### config.mk
export PLATFORM = sky130hd
export DESIGN_NAME = gnrl_iqn_decimator
export DESIGN_NICKNAME = d
export VERILOG_FILES = /design/src/rtl/gnrl_iqdec_pkg.sv /design/src/rtl/gnrl_iqdec_acc.sv /design/src/rtl/gnrl_iqn_decimator.sv
export SDC_FILE = /design/constraint.sdc
export NUM_CORES = 1
export LEC_CHECK = 0
export CAP_MARGIN = 0
export CORE_MARGIN = 4
export CORE_UTILIZATION = 62
export CTS_CLUSTER_DIAMETER = 200
export DETAILED_ROUTE_END_ITERATION = 12
export GPL_TIMING_DRIVEN = 1
export PLACE_DENSITY = 0.83
export SYNTH_ARGS = -nofsm -noshare
export SYNTH_HDL_FRONTEND = slang
export SYNTH_SLANG_ARGS = --single-unit
### constraint.sdc
create_clock -name CLK -period 9.5 [get_ports CLK]
set_clock_uncertainty 0.05 [all_clocks]
set_input_delay 2.375 -clock CLK [delete_from_list [all_inputs] [get_ports CLK]]
set_output_delay 2.375 -clock CLK [all_outputs]
set_load 0.03 [all_outputs]
### src/rtl/gnrl_iqdec_pkg.sv
// gnrl_iqdec_pkg
//   Shared definitions for the N-channel IQ boxcar decimator:
//   - ser_state_e : output serializer states (IDLE, SEND)
//   - SEXT_MAX    : widest word the sign-extension helper handles
//   - sign_extend : replicates bit 'msb' of a value into all higher bits;
//                   callers cast the result down to their accumulator width.
package gnrl_iqdec_pkg;

  typedef enum logic {
    ST_IDLE = 1'b0,
    ST_SEND = 1'b1
  } ser_state_e;

  // ACC_WIDTH of any instance must not exceed this.
  localparam int unsigned SEXT_MAX = 64;

  function automatic logic [SEXT_MAX-1:0] sign_extend(
    input logic [SEXT_MAX-1:0] val,
    input logic [5:0]          msb
  );
    logic [SEXT_MAX-1:0] res;
    res = val;
    for (int i = 0; i < SEXT_MAX; i++) begin
      if (6'(i) > msb) res[i] = val[msb];
    end
    return res;
  endfunction

endpackage

### src/rtl/gnrl_iqdec_acc.sv
// gnrl_iqdec_acc
//   One channel's I/Q accumulator pair plus the shadow registers that hold
//   the last completed frame while the serializer drains it.
// Ports:
//   CLK        in   system clock, rising edge
//   RESET_n    in   synchronous active-low reset
//   acc_clr    in   clear both accumulators (enable low or frame end)
//   acc_add    in   add the current samples to the accumulators
//   shadow_ld  in   copy acc+sample into the shadow registers
//   sample_i   in   signed in-phase sample
//   sample_q   in   signed quadrature sample
//   sum_i      out  acc_i + sign-extended sample_i (combinational)
//   sum_q      out  acc_q + sign-extended sample_q (combinational)
//   shadow_i   out  registered I sum of the last accepted frame
//   shadow_q   out  registered Q sum of the last accepted frame
module gnrl_iqdec_acc
  import gnrl_iqdec_pkg::*;
#(
  parameter int DATA_WIDTH = 16,
  parameter int ACC_WIDTH  = 32
) (
  input  logic                  CLK,
  input  logic                  RESET_n,
  input  logic                  acc_clr,
  input  logic                  acc_add,
  input  logic                  shadow_ld,
  input  logic [DATA_WIDTH-1:0] sample_i,
  input  logic [DATA_WIDTH-1:0] sample_q,
  output logic [ACC_WIDTH-1:0]  sum_i,
  output logic [ACC_WIDTH-1:0]  sum_q,
  output logic [ACC_WIDTH-1:0]  shadow_i,
  output logic [ACC_WIDTH-1:0]  shadow_q
);

  logic [ACC_WIDTH-1:0] acc_i;
  logic [ACC_WIDTH-1:0] acc_q;
  logic [ACC_WIDTH-1:0] ext_i;
  logic [ACC_WIDTH-1:0] ext_q;

  assign ext_i = ACC_WIDTH'(sign_extend(SEXT_MAX'(sample_i), 6'(DATA_WIDTH - 1)));
  assign ext_q = ACC_WIDTH'(sign_extend(SEXT_MAX'(sample_q), 6'(DATA_WIDTH - 1)));

  // The sum including the current sample is what the shadow captures at
  // frame end, and what the top level presents as word 0 of a new frame.
  assign sum_i = acc_i + ext_i;
  assign sum_q = acc_q + ext_q;

  always_ff @(posedge CLK) begin
    if (!RESET_n) begin
      acc_i    <= '0;
      acc_q    <= '0;
      shadow_i <= '0;
      shadow_q <= '0;
    end else begin
      if (acc_clr) begin
        acc_i <= '0;
        acc_q <= '0;
      end else if (acc_add) begin
        acc_i <= sum_i;
        acc_q <= sum_q;
      end
      if (shadow_ld) begin
        shadow_i <= sum_i;
        shadow_q <= sum_q;
      end
    end
  end

endmodule

### src/rtl/gnrl_iqn_decimator.sv
// gnrl_iqn_decimator
//   N-channel IQ boxcar decimator. Sums dec_fact valid samples per channel
//   and streams the sums as I0, Q0, I1, Q1, ... with valid/ready handshake.
//   A frame that completes while the previous one is still draining is
//   dropped and flagged on the sticky ovf output.
// Optional feature macro: GNRL_IQDEC_DROP_CNT_EN adds the 16-bit saturating
//   drop_cnt output.
// Ports:
//   CLK        in   system clock, rising edge
//   RESET_n    in   synchronous active-low reset
//   enable     in   accumulation enable; low discards the partial frame
//   dataI      in   packed signed I samples, channel k at [k*DATA_WIDTH +: DATA_WIDTH]
//   dataQ      in   packed signed Q samples, same packing
//   in_valid   in   qualifies dataI/dataQ
//   dec_fact   in   samples per frame, 0 treated as 1
//   dataout    out  serialised signed sum word
//   out_valid  out  dataout valid
//   out_ready  in   downstream accepts the word
//   out_last   out  final word of a frame (Q of the last channel)
//   ovf        out  sticky frame-drop flag
//   drop_cnt   out  dropped-frame counter (GNRL_IQDEC_DROP_CNT_EN only)
//   ovf_clr    in   clears ovf (and drop_cnt)
//
// Serializer states:
//   state   | meaning
//   ST_IDLE | no frame pending, out_valid low
//   ST_SEND | word w of the shadow frame presented on dataout
module gnrl_iqn_decimator
  import gnrl_iqdec_pkg::*;
#(
  parameter  int N_CH       = 2,
  parameter  int DATA_WIDTH = 16,
  parameter  int DEC_WIDTH  = 16,
  localparam int ACC_WIDTH  = DATA_WIDTH + DEC_WIDTH
) (
  input  logic                         CLK,
  input  logic                         RESET_n,
  input  logic                         enable,
  input  logic [N_CH*DATA_WIDTH-1:0]   dataI,
  input  logic [N_CH*DATA_WIDTH-1:0]   dataQ,
  input  logic                         in_valid,
  input  logic [DEC_WIDTH-1:0]         dec_fact,
  output logic signed [ACC_WIDTH-1:0]  dataout,
  output logic                         out_valid,
  input  logic                         out_ready,
  output logic                         out_last,
  output logic                         ovf,
`ifdef GNRL_IQDEC_DROP_CNT_EN
  output logic [15:0]                  drop_cnt,
`endif
  input  logic                         ovf_clr
);

  localparam int W_IDX = $clog2(2 * N_CH);
  localparam logic [W_IDX-1:0]     W_LAST  = W_IDX'(2 * N_CH - 1);
  localparam logic [W_IDX-1:0]     W_ONE   = W_IDX'(1);
  localparam logic [DEC_WIDTH-1:0] DEC_ONE = DEC_WIDTH'(1);

  logic [DEC_WIDTH-1:0] cnt;
  logic [DEC_WIDTH-1:0] dec_l;
  logic [DEC_WIDTH-1:0] dec_fact_eff;
  logic [DEC_WIDTH-1:0] dec_cur;

  logic take;
  logic frame_end;
  logic hs;
  logic final_hs;
  logic accept;
  logic drop;

  ser_state_e           state;
  logic [W_IDX-1:0]     w;
  logic [W_IDX-1:0]     w_nxt;
  logic [ACC_WIDTH-1:0] word_nxt;

  logic [ACC_WIDTH-1:0] sum_i    [N_CH];
  logic [ACC_WIDTH-1:0] sum_q    [N_CH];
  logic [ACC_WIDTH-1:0] shadow_i [N_CH];
  logic [ACC_WIDTH-1:0] shadow_q [N_CH];

  // ---------------------------------------------------------------------
  // Frame counting
  // ---------------------------------------------------------------------
  assign dec_fact_eff = (dec_fact == '0) ? DEC_ONE : dec_fact;

  // At the first sample of a frame dec_l is being loaded on this very edge,
  // so the frame-length compare uses the incoming value directly.
  assign dec_cur = (cnt == '0) ? dec_fact_eff : dec_l;

  assign take      = enable && in_valid;
  assign frame_end = take && (cnt == (dec_cur - DEC_ONE));

  assign hs       = out_valid && out_ready;
  assign final_hs = hs && (w == W_LAST);

  // A new frame is only taken when the serializer is free or finishes the
  // previous frame on the same edge; otherwise it is dropped.
  assign accept = frame_end && ((state == ST_IDLE) || final_hs);
  assign drop   = frame_end && !accept;

  always_ff @(posedge CLK) begin
    if (!RESET_n) begin
      cnt   <= '0;
      dec_l <= DEC_ONE;
      ovf   <= 1'b0;
    end else begin
      if (enable && (cnt == '0)) dec_l <= dec_fact_eff;

      if (!enable || frame_end) begin
        cnt <= '0;
      end else if (take) begin
        cnt <= cnt + DEC_ONE;
      end

      if (drop) begin
        ovf <= 1'b1;
      end else if (ovf_clr) begin
        ovf <= 1'b0;
      end
    end
  end

`ifdef GNRL_IQDEC_DROP_CNT_EN
  always_ff @(posedge CLK) begin
    if (!RESET_n) begin
      drop_cnt <= '0;
    end else if (ovf_clr) begin
      drop_cnt <= drop ? 16'd1 : 16'd0;
    end else if (drop && (drop_cnt != 16'hFFFF)) begin
      drop_cnt <= drop_cnt + 16'd1;
    end
  end
`endif

  // ---------------------------------------------------------------------
  // Per-channel accumulators
  // ---------------------------------------------------------------------
  for (genvar k = 0; k < N_CH; k++) begin : g_ch
    gnrl_iqdec_acc #(
      .DATA_WIDTH (DATA_WIDTH),
      .ACC_WIDTH  (ACC_WIDTH)
    ) u_acc (
      .CLK       (CLK),
      .RESET_n   (RESET_n),
      .acc_clr   (!enable || frame_end),
      .acc_add   (take),
      .shadow_ld (accept),
      .sample_i  (dataI[k*DATA_WIDTH +: DATA_WIDTH]),
      .sample_q  (dataQ[k*DATA_WIDTH +: DATA_WIDTH]),
      .sum_i     (sum_i[k]),
      .sum_q     (sum_q[k]),
      .shadow_i  (shadow_i[k]),
      .shadow_q  (shadow_q[k])
    );
  end

  // ---------------------------------------------------------------------
  // Output mux: even word index -> I, odd -> Q of channel index/2
  // ---------------------------------------------------------------------
  assign w_nxt = w + W_ONE;

  always_comb begin
    word_nxt = '0;
    for (int k = 0; k < N_CH; k++) begin
      if (w_nxt == W_IDX'(2 * k))     word_nxt = shadow_i[k];
      if (w_nxt == W_IDX'(2 * k + 1)) word_nxt = shadow_q[k];
    end
  end

  // ---------------------------------------------------------------------
  // Serializer FSM
  // ---------------------------------------------------------------------
  always_ff @(posedge CLK) begin
    if (!RESET_n) begin
      state     <= ST_IDLE;
      w         <= '0;
      dataout   <= '0;
      out_valid <= 1'b0;
      out_last  <= 1'b0;
    end else begin
      case (state)
        ST_IDLE: begin
          if (accept) begin
            state     <= ST_SEND;
            w         <= '0;
            dataout   <= sum_i[0];
            out_valid <= 1'b1;
            out_last  <= 1'b0;
          end
        end
        ST_SEND: begin
          if (accept) begin
            // back-to-back frame: word 0 comes straight from the new sums
            w        <= '0;
            dataout  <= sum_i[0];
            out_last <= 1'b0;
          end else if (final_hs) begin
            state     <= ST_IDLE;
            w         <= '0;
            out_valid <= 1'b0;
            out_last  <= 1'b0;
          end else if (hs) begin
            w        <= w_nxt;
            dataout  <= word_nxt;
            out_last <= (w_nxt == W_LAST);
          end
        end
        default: begin
          state     <= ST_IDLE;
          w         <= '0;
          out_valid <= 1'b0;
          out_last  <= 1'b0;
        end
      endcase
    end
  end

endmodule

# After elaboration in Yosys (flattened, before gate mapping)
# Cells that the tools add are included.
# op_classes
addsub,7
eq_ne,11
muxes,31
bitwise,2
n_reduce_logical,19
# op_table
cell,count
2-to-1 mux 32 bit,8
adder 32 bit,4
one-hot mux 32 bit (2 select lines),1
logical NOT 16 bit,2
2-to-1 mux 16 bit,2
adder 16 x 1 -> 16 bit (second input constant),1
== test 16 bit,1
subtractor 16 x 1 -> 16 bit (second input constant),1
2-to-1 mux 1 bit,12
2-to-1 mux 2 bit,4
logical AND 1 bit,7
== test 2 bit (second input constant),3
!= test 2 bit (second input constant),3
!= test 3 bit (second input constant),2
one-hot mux 1 bit (2 select lines),3
AND reduction 3 bit,2
!= test 4 bit (second input constant),1
one-hot mux 2 bit (2 select lines),1
adder 2 x 1 -> 2 bit (second input constant),1
== test 2 x 1 -> 1 bit (second input constant),1
logical NOT 1 bit,2
logical NOT 2 bit,1
logical OR 1 bit,2
NOT 1 bit,2
3 further kinds,3
# word_totals
ff_bits,326
input_bits,86

# Depth between registers and ports, before layout
# Gate-level depths: netlist of run 1.
# depth
ltp_word,10
mapped_depth,19

# Cells and area by module
# Synthesis of run 1 repeated with hierarchy kept, for this count alone.
# unflattened
cells_unflattened,2622
hier_area_um2,21637.0
# by_module_without_submodules
module,instances,cells_per_inst,area_each_um2,seq_area_each_um2
gnrl_iqdec_acc at g_ch[1].u_acc,1,1000,8394.3,2562.5
gnrl_iqdec_acc at g_ch[0].u_acc,1,954,8013.9,2562.5
gnrl_iqn_decimator,1,668,5228.8,1401.3

# Worst setup path after synthesis of run 1
# Ideal clock, no wire load.
# synth_path
path_type,in2reg
startpoint,in dec_fact[13]
endpoint,reg g_ch[0].u_acc.acc_q[10]
setup_time_ps,120
arrival_ps,5727
path_slack_ps,3603
cell_stages,15
path_cell_list,nor4_1 a41o_1 mux2i_1 ha_1 or4b_4 or2_1 or4_1 nand3_1 nand4_1 nor4_2 a21o_1 buf_2 buf_2 buf_2 a21oi_1
# synth_via
elab_chain_cells,8
# synth_rtl
item,line,rtl
from (decl),gnrl_iqn_decimator.sv:42,"input logic [DEC_WIDTH-1:0] dec_fact,"
logical NOT 16 bit,gnrl_iqn_decimator.sv:84,assign dec_fact_eff = (dec_fact == '0) ? DEC_ONE : dec_fact;
2-to-1 mux 16 bit (*),gnrl_iqn_decimator.sv:84,
2-to-1 mux 16 bit (*),gnrl_iqn_decimator.sv:88,assign dec_cur = (cnt == '0) ? dec_fact_eff : dec_l;
subtractor 16 x 1 -> 16 bit (*),gnrl_iqn_decimator.sv:91,assign frame_end = take && (cnt == (dec_cur - DEC_ONE));
== test 16 bit (*),gnrl_iqn_decimator.sv:91,
logical AND 1 bit (*),gnrl_iqn_decimator.sv:91,
logical OR 1 bit (*),gnrl_iqn_decimator.sv:145,".acc_clr (!enable || frame_end),"
OR reduction 2 bit (no source line) (*),n/a,
to (signal assigned),gnrl_iqdec_acc.sv:60,acc_q <= sum_q;
to (decl),gnrl_iqdec_acc.sv:36,logic [ACC_WIDTH-1:0] acc_q;
# Mark *: on every way between the ends. The rest lies on a longest branch, timed or not.
# A chain may end at the register's enable or synchronous reset.

# Final worst setup path of run 1
# layout_path
startpoint,in dec_fact[8]
endpoint,reg dataout[25]
# layout_via
elab_chain_cells,9
elab_cells_between_ends,13
classes_between,add/sub (1); eq/ne (4); mux (4); reduce/logical (4)
# layout_rtl
item,line,rtl
logical NOT 16 bit,gnrl_iqn_decimator.sv:84,
2-to-1 mux 16 bit (*),gnrl_iqn_decimator.sv:84,
2-to-1 mux 16 bit (*),gnrl_iqn_decimator.sv:88,
subtractor 16 x 1 -> 16 bit (*),gnrl_iqn_decimator.sv:91,
== test 16 bit (*),gnrl_iqn_decimator.sv:91,
logical AND 1 bit (*),gnrl_iqn_decimator.sv:91,
logical AND 1 bit (*),gnrl_iqn_decimator.sv:98,assign accept = frame_end && ((state == ST_IDLE) || final_hs);
"!= test 3 bit (no source line), or another cell as far along",n/a,
AND reduction 3 bit (no source line) / one-hot mux 32 bit (2 select lines) (equally long branches),n/a,
to (signal assigned),gnrl_iqn_decimator.sv:186,dataout <= sum_i[0];
to (signal assigned),gnrl_iqn_decimator.sv:195,dataout <= sum_i[0];
to (signal assigned),gnrl_iqn_decimator.sv:204,dataout <= word_nxt;
to (decl),gnrl_iqn_decimator.sv:43,"output logic signed [ACC_WIDTH-1:0] dataout,"
# Marks and branches as above.

==> results of run 1 <==
[stage by stage]
| stage | std cells | hold slack, ns | utilization, % |
|---|---|---|---|
| floorplan | 2685 | 0.3812 | - |
| global placement | 3110 | 0.3885 | 66.26 |
| detailed placement | 3110 | 0.3931 | 66.26 |
| CTS | 3172 | 0.4017 | 70.02 |
| finish | 3172 | 0.4008 | 70.02 |
| global route | 3172 | 0.4189 | 70.02 |
[sequential cells by signal, indices dropped and copies added, names as in the netlist]
name / count
cnt: 16
dataout: 32
dec_l: 16
g_ch.u_acc.acc_i: 64
g_ch.u_acc.acc_q: 64
g_ch.u_acc.shadow_i: 64
g_ch.u_acc.shadow_q: 64
out_last: 1
out_valid: 1
ovf: 1
state: 1
w: 2
[synthesized netlist by cell type (12+ instances only)]
library cell and count:
o21a_1 24, clkbuf_1 87, nand2_1 544, xor2_1 42, o22ai_1 15, dfxtp_1 326, xnor2_1 103, and2_1 21
ha_1 133, o21ai_0 67, inv_1 60, buf_2 37, and3_1 13, nor3_1 55, o21bai_1 22, o32ai_2 26
mux2i_1 16, nor4_1 12, a31oi_1 13, nand3_1 44, a21oi_1 399, nor2_1 278, nand2b_1 19, a21o_1 58
a211oi_1 71
[kinds of logic (layout without fill, tap and decap cells)]
logic type | after synthesis | after routing | synth area share (%)
buffers and inverters | 210 | 255 | 4.528
AND/OR/NAND/NOR | 1074 | 1074 | 23.09
adder cells (fa/ha/maj) | 137 | 137 | 8.589
multiplexers | 20 | 20 | 1.041
flip-flops | 326 | 326 | 32.14
XOR/XNOR | 147 | 147 | 6.475
AO/OA/AOI/OAI | 771 | 771 | 24.15
[layout make-up]
| class | count | area [sq um] | share of cell area (%) |
|---|---|---|---|
| Inverter | 60 | 227.7 | 1.002 |
| Timing Repair Buffer | 133 | 1306 | 5.748 |
| Clock buffer | 50 | 1066 | 4.691 |
| Multi-Input combinational cell | 2149 | 12890 | 56.73 |
| Clock inverter | 12 | 155.1 | 0.6827 |
| Sequential cell | 326 | 6526 | 28.72 |
| Tap cell | 442 | 553.0 | 2.434 |
[per-layer routing]
| metal | up-vias | GRT usage, % | share of wire [%] |
|---|---|---|---|
| met1 | 9224 | 42.22 | 43 |
| met3 | 131 | 5.218 | 8.1 |
| met2 | 780 | 50.48 | 45 |
| met4 | 2 | 13.03 | 4.1 |
| met5 | - | 0 | 0.022 |
| li1 | 9437 | - | - |
[power by group]
group	internal [mW]	leakage (nW)	switching (mW)
clock network	0.867	0.598	0.586
logic	0.168	5.54	0.269
registers	1.39	2.63	0.0145
[critical path: stages]
cell	delay, ns
clkdlybuf4s50_1	0.61
nor4_1	0.17
a41o_1	0.29
mux2i_1	0.28
ha_1	0.28
or4b_4	0.50
or2_1	0.28
nor4_2	0.20
xnor2_1	0.17
a211oi_2	0.29
nand2_1	0.13
nor4_2	0.60
a21o_1	0.20
buf_4	0.46
nand2_2	0.67
o32ai_2	0.45
[final timing paths]
check,startpoint,end,slack (ns),cells after the start
hold / removal,dec_l[15],dec_l[15],0.40,2
setup reg to reg,cnt[0],dataout[25],2.99,17
hold reg to reg,dec_l[15],dec_l[15],0.40,2
setup / recovery,dec_fact[8],dataout[25],1.86,16
==> results.txt, run 1 <==
post-cts gate resize count = 0
maximum capacitance violations = 0
WL/cell = 18.46 um
Final Cell Area = 22,730 sq um
Yosys Warn Count = 0
Clock Latency Late Sink = 0.53 ns
Die Span Y = 189.0 um
measured slew at the worst slew-check pin = 1.197 ns
Core Rows = 66
Max-slew headroom = 20.18%
startpoint class of the critical path = input pin
synthesized area per cell = 7.564 sq um
I/O pin total = 121
nets = 2,929
CTS tree = built
gpl congestion = 0.9709
top_reg_cell synth = dfxtp_1
setup bufs post-CTS = 0
critical path class = in2reg
largest net degree at the start of global routing = 90
Pre-Repair DR Iteration Count = 6
maximum clock frequency = 130.8 MHz
Congestion Overflow GR = 0
status = complete, no violations
Pwr per Cell Area = 144.8 nW/um^2
commonest non-fill, non-tap cell in the layout = nand2_1
Hold Buf Count CTS = 0
cell area after synthesis = 20,310 sq um
maximum fanout along the worst path = 35
routed wire length = 58,550 um
sequential fraction of the synthesis area = 32.14%
critical path arrival = 8.01 ns
Worst setup EP type = flip-flop
via-per-instance ratio = 6.171
DR vias = 19,570
Post-DP Area = 21,500 sq um
Port Buffers = 120
vias in the first global route = 18,590
post-route ant nets = 0
RSZ-0062 raised after global routing = no
antenna cell count = 0
Starting Density = 62.58%
EDFF count, synth = 0
peak supply drop = 119.1 uV
FILL cells = 2,635
Tcrit/Tclk final = 80.45%
Final Hold Viols = 0
Synth area leader = dfxtp_1
static leakage = 8.770 nW
CP Data Required Time = 9.87 ns
Worst-path clk slew = 0.06 ns
synthesis-to-layout area growth = 11.90%
Iter 0 DRT Violations = 1,719
initial antenna violation count = 1
commonest non-fill, non-tap cells in the layout = nand2_1, a21oi_1, dfxtp_1, nor2_1, ha_1
share of post-route cells with drive strength above 1 = 5.165%
CTS root buf = clkbuf_16
FFs w/ async S/R, synth = 0%
overall power = 3.290 mW
Slew Viols, Final = 0
chip width = 189.0 um
synth unique cells = 89
Hold WC Path Type = reg2reg
setup TNS = 0 ns
die area = 35,720 sq um
Tmin final = 7.643 ns
Yosys top cell area share = 32.14%
post-synthesis instance total = 2,685
global-route wire length before repair = 93,950 um
Post-Syn Nets = 2,908
final setup margin = 1.857 ns
core area = 32,450 sq um
hpwl dp = 40,860 um
Synth area leaders = dfxtp_1, nand2_1, a21oi_1
H-tree depth = 2
remaining routing DRC violations = 0
final setup violation count = 0
TritonCTS buffer count = 36
Sink Count = 326
synthesis-stage register bit count = 326
DP Worst Slack = 1.444 ns
Clock Path Buffers = 3
total track usage = 31.43%
Power figures use the tool's default switching activity.
==> inputs of run 2 (changes only) <==
--- a/config.mk
+++ b/config.mk
@@ -7,11 +7,11 @@
 export LEC_CHECK = 0
 export CAP_MARGIN = 0
 export CORE_MARGIN = 4
-export CORE_UTILIZATION = 62
+export CORE_UTILIZATION = 61
 export CTS_CLUSTER_DIAMETER = 200
 export DETAILED_ROUTE_END_ITERATION = 12
 export GPL_TIMING_DRIVEN = 1
-export PLACE_DENSITY = 0.83
+export PLACE_DENSITY = 0.81
 export SYNTH_ARGS = -nofsm -noshare
 export SYNTH_HDL_FRONTEND = slang
 export SYNTH_SLANG_ARGS = --single-unit
==> constraint.sdc (replaced) <==
create_clock -name CLK -period 7.6 [get_ports CLK]
set_clock_uncertainty 0.05 [all_clocks]
set_input_delay 1.9 -clock CLK [delete_from_list [all_inputs] [get_ports CLK]]
set_output_delay 1.9 -clock CLK [all_outputs]
set_load 0.03 [all_outputs]
==> results.txt, run 2 (synthesized netlist as in run 1, its figures left out) <==
status = complete, no violations (unchanged)
WL/cell = 18.30 um (was 18.46 um)
Final Hold Viols = 0 (unchanged)
routed wire length = 58,210 um (was 58,550 um)
final setup violation count = 0 (unchanged)
post-route ant nets = 0 (unchanged)
setup bufs post-CTS = 0 (unchanged)
Clock Path Buffers = 3 (unchanged)
die area = 36,280 sq um (was 35,720 sq um)
commonest non-fill, non-tap cell in the layout = nand2_1 (unchanged)
CTS root buf = clkbuf_16 (unchanged)
Max-slew headroom = 22.11% (was 20.18%)
CP Data Required Time = 7.96 ns (was 9.87 ns)
nets = 2,935 (was 2,929)
peak supply drop = 212.3 uV (was 119.1 uV)
maximum fanout along the worst path = 30 (was 35)
setup TNS = 0 ns (unchanged)
Hold Path Depth = 2 (unchanged)
Starting Density = 62.10% (was 62.58%)
synthesis-to-layout area growth = 12.90% (was 11.90%)
Port Buffers = 120 (unchanged)
I/O pin total = 121 (unchanged)
measured slew at the worst slew-check pin = 1.168 ns (was 1.197 ns)
maximum clock frequency = 151.5 MHz
initial antenna violation count = 0 (was 1)
share of post-route cells with drive strength above 1 = 5.476% (was 5.165%)
fin cells = 3,181 (was 3,172)
Worst setup EP type = flip-flop (unchanged)
DP Worst Slack = 0.5380 ns (was 1.444 ns)
H-tree depth = 2 (unchanged)
Worst-path clk slew = 0.06 ns (about the same)
Die Span Y = 190.5 um (was 189.0 um)
Post-DP Area = 21,560 sq um (was 21,500 sq um)
DR vias = 19,560 (was 19,570)
Pre-Repair DR Iteration Count = 5 (was 6)
gpl congestion = 0.9653 (was 0.9709)
Tmin final = 6.600 ns
Clock Latency Late Sink = 0.53 ns (about the same)
RSZ-0062 raised after global routing = no (unchanged)
total track usage = 30.79% (was 31.43%)
via-per-instance ratio = 6.149 (was 6.171)
CTS tree = built (unchanged)
Hold Buf Count CTS = 0 (unchanged)
largest net degree at the start of global routing = 92 (was 90)
placed cell count = 3,114 (was 3,110)
global-route wire length before repair = 92,750 um (was 93,950 um)
core area = 32,700 sq um (was 32,450 sq um)
reg2reg start = cnt[0] (unchanged)
overall power = 4.273 mW (was 3.290 mW)
startpoint class of the critical path = input pin (unchanged)
vias in the first global route = 18,250 (was 18,590)
Core Rows = 66 (unchanged)
Iter 0 DRT Violations = 1,603 (was 1,719)
commonest non-fill, non-tap cells in the layout = nand2_1, a21oi_1, dfxtp_1, nor2_1, ha_1 (unchanged)
hpwl dp = 41,060 um (was 40,860 um)
Hold WC Path Type = reg2reg (unchanged)
Worst Hold End = dec_l[15] (unchanged)
r2r setup slk = 1.63 ns (was 2.99 ns)
critical path class = in2reg (unchanged)
TritonCTS buffer count = 38 (was 36)
FILL cells = 2,667 (was 2,635)
antenna cell count = 0 (unchanged)
post-cts gate resize count = 0 (unchanged)
Slew Viols, Final = 0 (unchanged)
Tcrit/Tclk final = 86.84%
reg-to-reg endpoint = dataout[22] (was dataout[25])
Congestion Overflow GR = 0 (unchanged)
final setup margin = 0.9998 ns (was 1.857 ns)
R2R depth = 16 (was 17)
remaining routing DRC violations = 0 (unchanged)
critical path arrival = 6.96 ns (was 8.01 ns)
Core Util, Final = 70.11% (was 70.02%)
hold_ws = 0.3979 ns (was 0.4008 ns)
chip width = 190.5 um (was 189.0 um)
maximum capacitance violations = 0 (unchanged)
hold_sp = dec_l[15] (unchanged)
Pwr per Cell Area = 186.4 nW/um^2 (was 144.8 nW/um^2)
Sink Count = 326 (unchanged)
static leakage = 8.867 nW (was 8.770 nW)
Final Cell Area = 22,930 sq um (was 22,730 sq um)
[run 2: per-layer routing]
metal	routed length, um	vias to the layer above	GRT usage (%)
met1	25300	9232	42.26
li1	-	9456	-
met3	4762	128	4.760
met4	2273	0	12.29
met2	25870	743	48.85
met5	0	-	0
[run 2: cell type report]
class / count / area [sq um] / area share, %
multi-input combinational: 2149 / 12890 / 56.23
sequential: 326 / 6526 / 28.47
timing repair buffer: 137 / 1361 / 5.938
clock buffer: 54 / 1145 / 4.993
tap: 442 / 553.0 / 2.412
inverter: 60 / 227.7 / 0.9932
clock inverter: 13 / 221.5 / 0.9659
[run 2: how the worst max path moves through the flow]
| stage | from | end | slack, ns |
|---|---|---|---|
| 2_1_floorplan | dec_fact[13] | g_ch[0].u_acc.acc_q[10] | 2.18 |
| 3_3_place_gp | dec_fact[9] | dataout[30] | 0.77 |
| 3_5_place_dp | dec_fact[8] | dataout[22] | 0.54 |
| 4_1_cts | dec_fact[8] | dataout[22] | 1.09 |
| 5_1_grt | dec_fact[9] | dataout[22] | 0.70 |
| 6_report | dec_fact[9] | dataout[22] | 1.0 |
[run 2: critical path, cell delays in order]
cell	delay, ns
clkdlybuf4s50_1	0.61
nor4_1	0.15
a41o_1	0.28
mux2i_1	0.28
ha_1	0.28
or4b_1	0.51
or2_1	0.28
mux2i_1	0.19
nand3_1	0.09
mux2i_1	0.23
nand4_1	0.18
nor4_2	0.69
a21o_2	0.27
nand2_2	0.53
o32ai_2	0.48
[run 2: report_power, final]
group / switching [mW] / leakage [nW] / internal (mW) / total (mW)
clock: 0.729 / 0.671 / 1.25 / 1.98
combinational: 0.331 / 5.56 / 0.211 / 0.542
sequential: 0.0178 / 2.63 / 1.73 / 1.75
